`src/rtl/fetch_stage_if.sv`:
```
// Fetch-stage bundle: redirect input, instruction-memory request/response
// channel and the decode-side instruction handshake.
interface fetch_stage_if;
  logic        redirect_i;
  logic [31:0] redirect_pc_i;
  logic        imem_req_o;
  logic [31:0] imem_addr_o;
  logic        imem_gnt_i;
  logic        imem_rvalid_i;
  logic [31:0] imem_rdata_i;
  logic        instr_valid_o;
  logic [31:0] instr_o;
  logic [31:0] instr_pc_o;
  logic        instr_ready_i;

  modport master (
    input  redirect_i, redirect_pc_i, imem_gnt_i, imem_rvalid_i, imem_rdata_i, instr_ready_i,
    output imem_req_o, imem_addr_o, instr_valid_o, instr_o, instr_pc_o
  );

  modport slave (
    output redirect_i, redirect_pc_i, imem_gnt_i, imem_rvalid_i, imem_rdata_i, instr_ready_i,
    input  imem_req_o, imem_addr_o, instr_valid_o, instr_o, instr_pc_o
  );
endinterface

```
`src/rtl/fetch_stage.sv`:
```
// Instruction-fetch stage: sequential imem requests, in-order pairing of responses
// with their PCs, a decode buffer, and redirect flushing of stale in-flight responses.
module fetch_stage #(
  parameter logic [31:0] RESET_PC  = 32'h0000_0000,
  parameter int          BUF_DEPTH = 2
) (
  input logic            clk,
  input logic            rst,
  fetch_stage_if.master  bus
);
  localparam int AW = (BUF_DEPTH > 1) ? $clog2(BUF_DEPTH) : 1;
  localparam int CW = $clog2(BUF_DEPTH + 1);
  localparam logic [CW:0]   DEPTH_W = (CW + 1)'(BUF_DEPTH);
  localparam logic [CW-1:0] ZERO_C  = {CW{1'b0}};
  localparam logic [CW-1:0] ONE_C   = CW'(1'b1);

  typedef enum logic [0:0] {ST_FETCH = 1'b0, ST_FLUSH = 1'b1} state_e;

  state_e        state_r;
  state_e        state_nxt_s;
  logic [31:0]   fetch_pc_r;
  logic [CW-1:0] outstanding_r;
  logic [CW-1:0] outstanding_nxt_s;
  logic [CW-1:0] discard_r;
  logic [CW-1:0] discard_nxt_s;
  logic [CW-1:0] inflight_s;
  logic [CW-1:0] buf_count_r;
  logic [AW-1:0] tag_wr_r;
  logic [AW-1:0] tag_rd_r;
  logic [AW-1:0] buf_wr_r;
  logic [AW-1:0] buf_rd_r;
  logic [31:0]   tag_mem_r   [BUF_DEPTH];
  logic [31:0]   buf_pc_r    [BUF_DEPTH];
  logic [31:0]   buf_instr_r [BUF_DEPTH];
  logic          credit_s;
  logic          req_s;
  logic          grant_s;
  logic          rsp_s;
  logic          push_s;
  logic          pop_s;
  logic          redirect_s;

  // Handshake qualification; credits use registered occupancy, so a pop frees a slot next cycle.
  always_comb begin
    credit_s   = ({1'b0, outstanding_r} + {1'b0, buf_count_r}) < DEPTH_W;
    redirect_s = bus.redirect_i;
    if (rst && (state_r == ST_FETCH)) begin
      req_s = credit_s;
    end else begin
      req_s = 1'b0;
    end
    grant_s = req_s & bus.imem_gnt_i;
    rsp_s   = bus.imem_rvalid_i & (outstanding_r != ZERO_C);
    push_s  = rsp_s & (state_r == ST_FETCH) & ~redirect_s;
    pop_s   = (buf_count_r != ZERO_C) & bus.instr_ready_i & ~redirect_s;
  end

  // Next state, outstanding and discard counts; redirect overrides everything else.
  always_comb begin
    state_nxt_s       = state_r;
    outstanding_nxt_s = outstanding_r;
    discard_nxt_s     = discard_r;
    inflight_s        = outstanding_r + CW'(grant_s) - CW'(rsp_s);
    if (redirect_s) begin
      outstanding_nxt_s = inflight_s;
      discard_nxt_s     = inflight_s;
      if (inflight_s != ZERO_C) begin
        state_nxt_s = ST_FLUSH;
      end else begin
        state_nxt_s = ST_FETCH;
      end
    end else begin
      case (state_r)
        ST_FETCH: begin
          outstanding_nxt_s = inflight_s;
          discard_nxt_s     = ZERO_C;
          state_nxt_s       = ST_FETCH;
        end
        ST_FLUSH: begin
          outstanding_nxt_s = inflight_s;
          if (rsp_s && (discard_r != ZERO_C)) begin
            discard_nxt_s = discard_r - ONE_C;
          end else begin
            discard_nxt_s = discard_r;
          end
          if (discard_nxt_s == ZERO_C) begin
            state_nxt_s = ST_FETCH;
          end else begin
            state_nxt_s = ST_FLUSH;
          end
        end
        default: begin
          outstanding_nxt_s = inflight_s;
          discard_nxt_s     = ZERO_C;
          state_nxt_s       = ST_FETCH;
        end
      endcase
    end
  end

  // Control state: FSM, counters and fetch PC.
  always_ff @(posedge clk or negedge rst) begin
    if (!rst) begin
      state_r       <= ST_FETCH;
      outstanding_r <= ZERO_C;
      discard_r     <= ZERO_C;
      fetch_pc_r    <= RESET_PC;
    end else begin
      state_r       <= state_nxt_s;
      outstanding_r <= outstanding_nxt_s;
      discard_r     <= discard_nxt_s;
      if (redirect_s) begin
        fetch_pc_r <= bus.redirect_pc_i & 32'hFFFF_FFFC;
      end else if (grant_s) begin
        fetch_pc_r <= fetch_pc_r + 32'd4;
      end else begin
        fetch_pc_r <= fetch_pc_r;
      end
    end
  end

  // Tag FIFO pointers; stale tags are dropped wholesale on redirect.
  always_ff @(posedge clk or negedge rst) begin
    if (!rst) begin
      tag_wr_r <= {AW{1'b0}};
      tag_rd_r <= {AW{1'b0}};
    end else if (redirect_s) begin
      tag_wr_r <= {AW{1'b0}};
      tag_rd_r <= {AW{1'b0}};
    end else begin
      if (grant_s) begin
        tag_wr_r <= tag_wr_r + AW'(1'b1);
      end else begin
        tag_wr_r <= tag_wr_r;
      end
      if (push_s) begin
        tag_rd_r <= tag_rd_r + AW'(1'b1);
      end else begin
        tag_rd_r <= tag_rd_r;
      end
    end
  end

  // Output buffer pointers and occupancy.
  always_ff @(posedge clk or negedge rst) begin
    if (!rst) begin
      buf_wr_r    <= {AW{1'b0}};
      buf_rd_r    <= {AW{1'b0}};
      buf_count_r <= ZERO_C;
    end else if (redirect_s) begin
      buf_wr_r    <= {AW{1'b0}};
      buf_rd_r    <= {AW{1'b0}};
      buf_count_r <= ZERO_C;
    end else begin
      if (push_s) begin
        buf_wr_r <= buf_wr_r + AW'(1'b1);
      end else begin
        buf_wr_r <= buf_wr_r;
      end
      if (pop_s) begin
        buf_rd_r <= buf_rd_r + AW'(1'b1);
      end else begin
        buf_rd_r <= buf_rd_r;
      end
      buf_count_r <= buf_count_r + CW'(push_s) - CW'(pop_s);
    end
  end

  // Storage arrays; contents are only observed through valid pointers.
  always_ff @(posedge clk) begin
    if (grant_s && !redirect_s) begin
      tag_mem_r[tag_wr_r] <= fetch_pc_r;
    end
    if (push_s) begin
      buf_pc_r[buf_wr_r]    <= tag_mem_r[tag_rd_r];
      buf_instr_r[buf_wr_r] <= bus.imem_rdata_i;
    end
  end

  // Output drive; the head is zeroed while the buffer is empty.
  always_comb begin
    bus.imem_req_o    = req_s;
    bus.imem_addr_o   = fetch_pc_r;
    bus.instr_valid_o = (buf_count_r != ZERO_C);
    if (buf_count_r != ZERO_C) begin
      bus.instr_o    = buf_instr_r[buf_rd_r];
      bus.instr_pc_o = buf_pc_r[buf_rd_r];
    end else begin
      bus.instr_o    = 32'h0000_0000;
      bus.instr_pc_o = 32'h0000_0000;
    end
  end
endmodule

```
`src/flat_wrapper.sv`:
```
// flat-port wrapper written by rule: the top's interface ports become plain ports
module fetch_stage_flat 
#(
  parameter logic [31:0] RESET_PC  = 32'h0000_0000,
  parameter int          BUF_DEPTH = 2
)
  (clk, rst, bus_redirect_i, bus_redirect_pc_i, bus_imem_gnt_i, bus_imem_rvalid_i, bus_imem_rdata_i, bus_instr_ready_i, bus_imem_req_o, bus_imem_addr_o, bus_instr_valid_o, bus_instr_o, bus_instr_pc_o);
  fetch_stage_if bus_i ();
  input logic clk;
  input logic rst;
  input wire logic [$bits(bus_i.redirect_i)-1:0] bus_redirect_i;
  input wire logic [$bits(bus_i.redirect_pc_i)-1:0] bus_redirect_pc_i;
  input wire logic [$bits(bus_i.imem_gnt_i)-1:0] bus_imem_gnt_i;
  input wire logic [$bits(bus_i.imem_rvalid_i)-1:0] bus_imem_rvalid_i;
  input wire logic [$bits(bus_i.imem_rdata_i)-1:0] bus_imem_rdata_i;
  input wire logic [$bits(bus_i.instr_ready_i)-1:0] bus_instr_ready_i;
  output wire logic [$bits(bus_i.imem_req_o)-1:0] bus_imem_req_o;
  output wire logic [$bits(bus_i.imem_addr_o)-1:0] bus_imem_addr_o;
  output wire logic [$bits(bus_i.instr_valid_o)-1:0] bus_instr_valid_o;
  output wire logic [$bits(bus_i.instr_o)-1:0] bus_instr_o;
  output wire logic [$bits(bus_i.instr_pc_o)-1:0] bus_instr_pc_o;
  assign bus_i.redirect_i = bus_redirect_i;
  assign bus_i.redirect_pc_i = bus_redirect_pc_i;
  assign bus_i.imem_gnt_i = bus_imem_gnt_i;
  assign bus_i.imem_rvalid_i = bus_imem_rvalid_i;
  assign bus_i.imem_rdata_i = bus_imem_rdata_i;
  assign bus_i.instr_ready_i = bus_instr_ready_i;
  assign bus_imem_req_o = bus_i.imem_req_o;
  assign bus_imem_addr_o = bus_i.imem_addr_o;
  assign bus_instr_valid_o = bus_i.instr_valid_o;
  assign bus_instr_o = bus_i.instr_o;
  assign bus_instr_pc_o = bus_i.instr_pc_o;
  fetch_stage #(.RESET_PC(RESET_PC), .BUF_DEPTH(BUF_DEPTH)) u_core (.clk(clk), .rst(rst), .bus(bus_i));
endmodule
```
`config.mk`:
```
export PLATFORM = sky130hd
export DESIGN_NAME = fetch_stage_flat
export DESIGN_NICKNAME = d
export VERILOG_FILES = /design/src/rtl/fetch_stage_if.sv /design/src/rtl/fetch_stage.sv /design/src/flat_wrapper.sv
export SDC_FILE = /design/constraint.sdc
export NUM_CORES = 1
export LEC_CHECK = 0
export ABC_AREA = 1
export BUFFER_PORTS_ARGS = -buffer_cell sky130_fd_sc_hd__buf_2
export CAP_MARGIN = 5
export CORE_MARGIN = 10
export CORE_UTILIZATION = 56
export CTS_CLUSTER_DIAMETER = 60
export CTS_CLUSTER_SIZE = 40
export DETAILED_ROUTE_END_ITERATION = 8
export PLACE_DENSITY = 0.8
export RECOVER_POWER = 50
export SYNTH_ARGS = -nofsm -noshare
export SYNTH_HDL_FRONTEND = slang
export SYNTH_SLANG_ARGS = --single-unit
```
`constraint.sdc`:
```
create_clock -name clk -period 7.65 [get_ports clk]
set_clock_uncertainty 0.2 [all_clocks]
set_input_delay 0 -clock clk [delete_from_list [all_inputs] [get_ports clk]]
set_output_delay 0 -clock clk [all_outputs]
set_load 0.01 [all_outputs]
```
==> results of run 1 <==
## kinds of logic (layout without fill, tap and decap cells)
group	Yosys count	in the layout	synth area share, %
DFF	225	225	67.8
and+or+nand+nor	512	512	21.0
other	1	4	0.0388
xor gates and xnor gates	14	14	1.27
AOI/OAI and AO/OA	89	89	4.72
adders and majority gates	7	7	0.984
buffers and inverters	101	376	4.23
## cells in the mapped netlist (2+ instances only)
cell	count	area (um^2)
nand2_1	411	1540
edfxtp_1	184	5530
a21oi_1	64	320
inv_1	62	233
nor2_1	50	188
dfrtp_1	41	1030
nand3_1	35	175
clkbuf_1	23	86.3
o21ai_0	20	100
xnor2_1	10	87.6
buf_2	6	30.0
buf_4	6	45.0
ha_1	6	75.1
nor2_2	6	37.5
nor2_4	4	45.0
xor2_1	4	35.0
nand4_1	3	18.8
o211ai_1	3	22.5
buf_1	2	7.51
inv_2	2	7.51
## metrics by stage
step	cells	power (mW)	hold slack, ps	util (%)	cell area (um^2)
2_1_floorplan	952	2.04	-496	-	9680
3_3_place_gp	1304	2.31	-93.7	63.7	10700
3_5_place_dp	1304	2.34	-86.7	63.7	10700
4_1_cts	1447	3.31	17.2	74.2	12400
5_1_grt	1447	3.50	28.1	73.7	12400
6_report	1447	3.31	39.0	73.7	12400
## state kept, by name, summed over array words and instances (netlist names)
name                    flops
u_core.tag_wr_r             1
u_core.buf_count_r          2
u_core.outstanding_r        2
u_core.buf_rd_r             1
u_core.buf_pc_r            60
u_core.tag_rd_r             1
u_core.tag_mem_r           60
u_core.bus.imem_addr_o     30
u_core.buf_wr_r             1
u_core.state_r              1
u_core.buf_instr_r         64
u_core.discard_r            2
## routing by layer
metal	up-vias	wire [um]
met2	387	12000
met4	0	682
met5	-	0
li1	3636	-
met3	60	2570
met1	3563	9330
## critical path: stages
cell and delay [ps]:
dlygate4sd3_1 520, buf_2 100, dlygate4sd3_1 530, clkbuf_1 1710, nand4_1 330, nand2_1 610
inv_2 340, nand2_1 200, nand2_1 70, inv_1 50, nand2_1 40, dlygate4sd3_1 550
## final cells by class
cell class                      instances  share of cell area, %
Inverter                               64                   1.94
Timing Repair Buffer                  287                   15.9
Sequential cell                       225                   53.0
Tap cell                              220                   2.23
Clock inverter                         10                   1.71
Clock buffer                           15                   3.04
Multi-Input combinational cell        626                   22.1
## worst paths after layout
check                           depth (start not counted)                   start  slack (ps)                          to
max in group asynchronous                               4                     rst        4470             u_core.buf_rd_r
worst min register to register                          2  u_core.tag_mem_r[1][6]         330       u_core.buf_pc_r[0][6]
worst max-delay path                                   12                     rst        2730  u_core.bus.imem_addr_o[15]
worst max register to register                         10   u_core.buf_count_r[1]        3380       u_core.buf_count_r[1]
min in group asynchronous                               4                     rst        1210  u_core.bus.imem_addr_o[26]
worst min-delay path                                    2    bus_imem_rdata_i[22]          40   u_core.buf_instr_r[0][22]
## power by group through the flow
stage / combinational [mW] / sequential (mW) / clock (mW)
detailed placement: 0.740 / 1.60 / 0
global placement: 0.718 / 1.59 / 0
CTS: 0.816 / 1.57 / 0.921
finish: 0.831 / 1.58 / 0.907
global route: 0.935 / 1.59 / 0.980
floorplan: 0.456 / 1.58 / 0
==> out/metrics.cfg, run 1 <==
[sta]
relSlewSlack_pct=-129
tightest_slew_ps=3430
final_max_slew_viol_count=171
period_needed_ps=4920
setup_slack_ps=2730
fin_crit_sh_pct=64.3
rsz0062_at_grt=no
fmax_mhz=203
setup_violations=0
fin_setup_tns_ps=0
hold_violations=0

[worst_setup_path]
endpoint_kind=flip-flop
startpoint_type=input pin
required_ps=7820
path_class=in2reg
worstPathMaxFanout=43
critPathArrivalTime_ps=5090

[global_route]
grtUsageMet2_pct=35.8
gr-usage-met1_pct=26.9
grt_pass1_wl_um=39100
antenna_found_initial=0
gr-total-overflow=0
grt_start_max_net_pins=65
use_met3_pct=5.16
grt_pass1_vias=7764
grt-busiest-layer=met2
grt_usage_pct=21.4

[finish]
fillCellCount=1110
final_common_cell=nand2_1
insertedDiodeCount=0
final_layout_size_suffix_gt1_share_pct=12.9
multi_input_area_um2=2730
nets=1296
final_cell_mix=nand2_1, edfxtp_1, dlygate4sd3_1, buf_2, a21oi_1
seqCellArea_um2=6550
synthToLayoutAreaGrowth_pct=27.8

[clock_network]
cts_setup_buffers=0
clk_latency_ps=490
ctsResizeCount=0
cts_hold_buf=118
cts_made_buffers=15
cts_root_buf=clkbuf_16
cts_tree=built
clock_sinks=225
clk_path_buf_depth=3
clk_pin_slew_ps=100
h-tree-depth=1

[power_and_ir_drop]
ir_drop_mv=0.225
power_frac_comb_pct=25.1
switchingPower_mw=1.12
powerDensity_nw_per_um2=268
leakagePower_nw=5.15
p_clk_share_pct=27.4
internal-power_mw=2.20
seqPwrFrac_pct=47.5
swShare_pct=33.7

[drt]
post_drt_via_cell_ratio=5.28
post_drt_wl_per_cell_um=17.0
drt_wl_total_um=24600
drt_pass1_iterations=5
vias=7646
drt_iter0_markers=696
route.detailed.drc=0
antenna_left=0

[placed_design]
io_buffer_count=161
hpwl_um=14200
dp_slack_ps=4770
finalWeightedCongestion=0.881

[synthesis]
synth-seq-cells=225
ys_types=27
ys_warn_count=0
synth_ff_type=edfxtp_1
async_flop_share_pct=18.2
synth_area_um2=9670
seq_area_frac_synth_pct=67.8
synthCells=949
avgSynthCellArea_um2=10.2
synth_enable_flop_cells=184

[die]
dieWidth_um=151
die-height_um=151
initial_core_util_pct=57.7
die_area_um2=22900
core-area_um2=16800
io_pins=168
placementRows=47

[hold_path]
hold_class=in2reg

[flow_run]
maxCapViolCount=3

[outcome]
status=complete, but fails checks
violations=capacitance limit, slew limit

Note: power is estimated with default switching activity, not from simulation.
==> run 2: changes to the inputs <==
--- a/config.mk
+++ b/config.mk
@@ -9,11 +9,11 @@
 export BUFFER_PORTS_ARGS = -buffer_cell sky130_fd_sc_hd__buf_2
 export CAP_MARGIN = 5
 export CORE_MARGIN = 10
-export CORE_UTILIZATION = 56
+export CORE_UTILIZATION = 51
 export CTS_CLUSTER_DIAMETER = 60
 export CTS_CLUSTER_SIZE = 40
 export DETAILED_ROUTE_END_ITERATION = 8
-export PLACE_DENSITY = 0.8
+export PLACE_DENSITY = 0.77
 export RECOVER_POWER = 50
 export SYNTH_ARGS = -nofsm -noshare
 export SYNTH_HDL_FRONTEND = slang
==> constraint.sdc (replaced) <==
create_clock -name clk -period 4.2 [get_ports clk]
set_clock_uncertainty 0.2 [all_clocks]
set_input_delay 0 -clock clk [delete_from_list [all_inputs] [get_ports clk]]
set_output_delay 0 -clock clk [all_outputs]
set_load 0.01 [all_outputs]
==> out/metrics.cfg, run 2 (synthesis results as in run 1) <==
[drt]
post_drt_wl_per_cell_um=17.2  ; was 17.0 um
antenna_left=0  ; unchanged
route.detailed.drc=0  ; unchanged
drt_iter0_markers=710  ; was 696
post_drt_via_cell_ratio=5.21  ; was 5.28
drt_wl_total_um=25000  ; was 24,600 um
vias=7595  ; was 7,646
drt_pass1_iterations=8  ; was 5

[worst_setup_path]
reg2reg_from=u_core.buf_count_r[0]  ; was u_core.buf_count_r[1]
slowest_delay_ps=570  ; was 1710 ps
cpMaxStageDelayCell=dlygate4sd3_1  ; was clkbuf_1
path_buf_inv=4  ; was 7
required_ps=4370  ; was 7820 ps
worstPathMaxFanout=17  ; was 43
crit_family=simple AND/OR/NAND/NOR gates  ; was buffers and inverters
cp-startpoint=u_core.buf_count_r[0]  ; was rst
path_class=reg2reg  ; was in2reg
cp_cell_sequence=nand2_1 -> inv_1 -> fa_1 -> nor2_1 -> nand4_1 -> nand2_1 -> inv_2 -> nand2_1 -> nand2_1 -> inv_1 -> o21ai_0 -> dlygate4sd3_1  ; was dlygate4sd3_1 -> buf_2 -> dlygate4sd3_1 -> clkbuf_1 -> nand4_1 -> nand2_1 -> inv_2 -> nand2_1 -> nand2_1 -> inv_1 -> nand2_1 -> dlygate4sd3_1
critPathArrivalTime_ps=3490  ; was 5090 ps
cp_common_cell=nand2_1  ; unchanged
startpoint_type=flip-flop  ; was input pin
endpoint_kind=flip-flop  ; unchanged

[sta]
setup_violations=0  ; unchanged
period_needed_ps=3310
fin_crit_sh_pct=78.8
hold_violations=0  ; unchanged
rsz0062_at_grt=no  ; unchanged
relSlewSlack_pct=-43.6  ; was -129%
fmax_mhz=302
tightest_slew_ps=2150  ; was 3430 ps
final_max_slew_viol_count=102  ; was 171
fin_setup_tns_ps=0  ; unchanged

[die]
initial_core_util_pct=51.7  ; was 57.7%
io_pins=168  ; unchanged
placementRows=50  ; was 47
dieWidth_um=158  ; was 151 um
core-area_um2=18700  ; was 16,800 um^2
die-height_um=158  ; was 151 um
die_area_um2=24900  ; was 22,900 um^2

[outcome]
violations=capacitance limit, slew limit  ; unchanged
status=complete, but fails checks  ; unchanged

[power_and_ir_drop]
leakagePower_nw=5.14  ; was 5.15 nW
ir_drop_mv=0.422  ; was 0.225 mV
swShare_pct=33.9  ; was 33.7%
seqPwrFrac_pct=47.7  ; was 47.5%
internal-power_mw=3.97  ; was 2.20 mW
powerDensity_nw_per_um2=487  ; was 268 nW/um^2
power_frac_comb_pct=24.9  ; was 25.1%
p_clk_share_pct=27.4  ; about the same
switchingPower_mw=2.04  ; was 1.12 mW

[placed_design]
finalWeightedCongestion=0.844  ; was 0.881
hpwl_um=14700  ; was 14,200 um
io_buffer_count=161  ; unchanged
place_area_um2=10700  ; about the same

[finish]
design_area_um2=12300  ; was 12,400 um^2
insertedDiodeCount=0  ; unchanged
largest_register=u_core.buf_instr_r  ; unchanged
final_layout_size_suffix_gt1_share_pct=13.0  ; was 12.9%
final_common_cell=nand2_1  ; unchanged
nets=1293  ; was 1,296
final_cell_mix=nand2_1, edfxtp_1, dlygate4sd3_1, buf_2, a21oi_1  ; unchanged
synthToLayoutAreaGrowth_pct=27.5  ; was 27.8%
largest_reg_flops=64  ; unchanged
reg_top3=u_core.buf_instr_r (64), u_core.buf_pc_r (60), u_core.tag_mem_r (60)  ; unchanged

[clock_network]
cts_setup_buffers=0  ; unchanged
clk_pin_slew_ps=100  ; about the same
ctsResizeCount=0  ; unchanged
cts_root_buf=clkbuf_16  ; unchanged
clock_sinks=225  ; unchanged
cts_hold_buf=114  ; was 118
clk_latency_ps=500  ; was 490 ps
clk_path_buf_depth=3  ; unchanged
cts_tree=built  ; unchanged
cts_made_buffers=15  ; unchanged
h-tree-depth=1  ; unchanged

[global_route]
gr-total-overflow=0  ; unchanged
grt_pass1_wl_um=38900  ; was 39,100 um
grt_usage_pct=19.7  ; was 21.4%
grt_start_max_net_pins=65  ; unchanged
grt_pass1_vias=7573  ; was 7,764
antenna_found_initial=0  ; unchanged

[flow_run]
maxCapViolCount=2  ; was 3

[hold_path]
min_from=bus_imem_rdata_i[3]  ; was bus_imem_rdata_i[22]
hold_class=in2reg  ; unchanged

-- run 2: cell count changes in the layout (fill, tap and decap cells not counted), moves of 2 or more --
cell	delta
buf_4	+4
clkbuf_1	-3
buf_2	-2
clkinv_16	-2
dlygate4sd3_1	-4
inv_16	+3
inv_2	-2
inv_8	-2
nor2_4	-2
inv_1	+2
-- run 2: worst paths after layout --
check | slack (ps) | to | cells after the start
worst max-delay path | 890 | u_core.bus.imem_addr_o[7] | 12
worst min-delay path | 30 | u_core.buf_instr_r[1][3] | 2
worst max register to register | 890 | u_core.bus.imem_addr_o[7] | 12
worst min register to register | 340 | u_core.buf_pc_r[1][10] | 2
max in group asynchronous | 1130 | u_core.buf_rd_r | 4
min in group asynchronous | 1070 | u_core.discard_r[1] | 4
-- run 2: metal layers --
layer / part of all wire [%] / GRT usage, % / vias up
met4: 3.3 / 8.06 / 0
met5: 0 / 0 / -
met1: 39 / 24.3 / 3514
li1: - / - / 3630
met3: 10 / 4.56 / 61
met2: 48 / 32.9 / 390
-- run 2: through the flow --
step	hold WS (ps)	cells	worst slack (ps)	power (mW)	util, %
6_report	34.7	1458	889	6.00	65.9
5_1_grt	23.5	1458	715	6.31	65.9
4_1_cts	17.4	1458	923	6.02	66.3
3_5_place_dp	-330	1319	1430	4.27	57.2
3_3_place_gp	-332	1319	1450	4.21	57.2
2_1_floorplan	-496	952	481	3.72	-
-- run 2: final cells by class --
cell class,count,area [um^2]
Clock buffer,15,375
Clock inverter,10,189
Fill cell,1378,6380
Inverter,64,240
Multi-Input combinational cell,626,2730
Sequential cell,225,6550
Tap cell,234,293
Timing Repair Buffer,284,1950
-- run 2: power groups by stage --
| stage | Combinational, mW | Sequential [mW] | Clock [mW] |
|---|---|---|---|
| after floorplan | 0.832 | 2.88 | 0 |
| after global placement | 1.32 | 2.89 | 0 |
| after detailed placement | 1.36 | 2.91 | 0 |
| after CTS | 1.49 | 2.86 | 1.66 |
| after global routing | 1.67 | 2.89 | 1.75 |
| final | 1.50 | 2.86 | 1.64 |
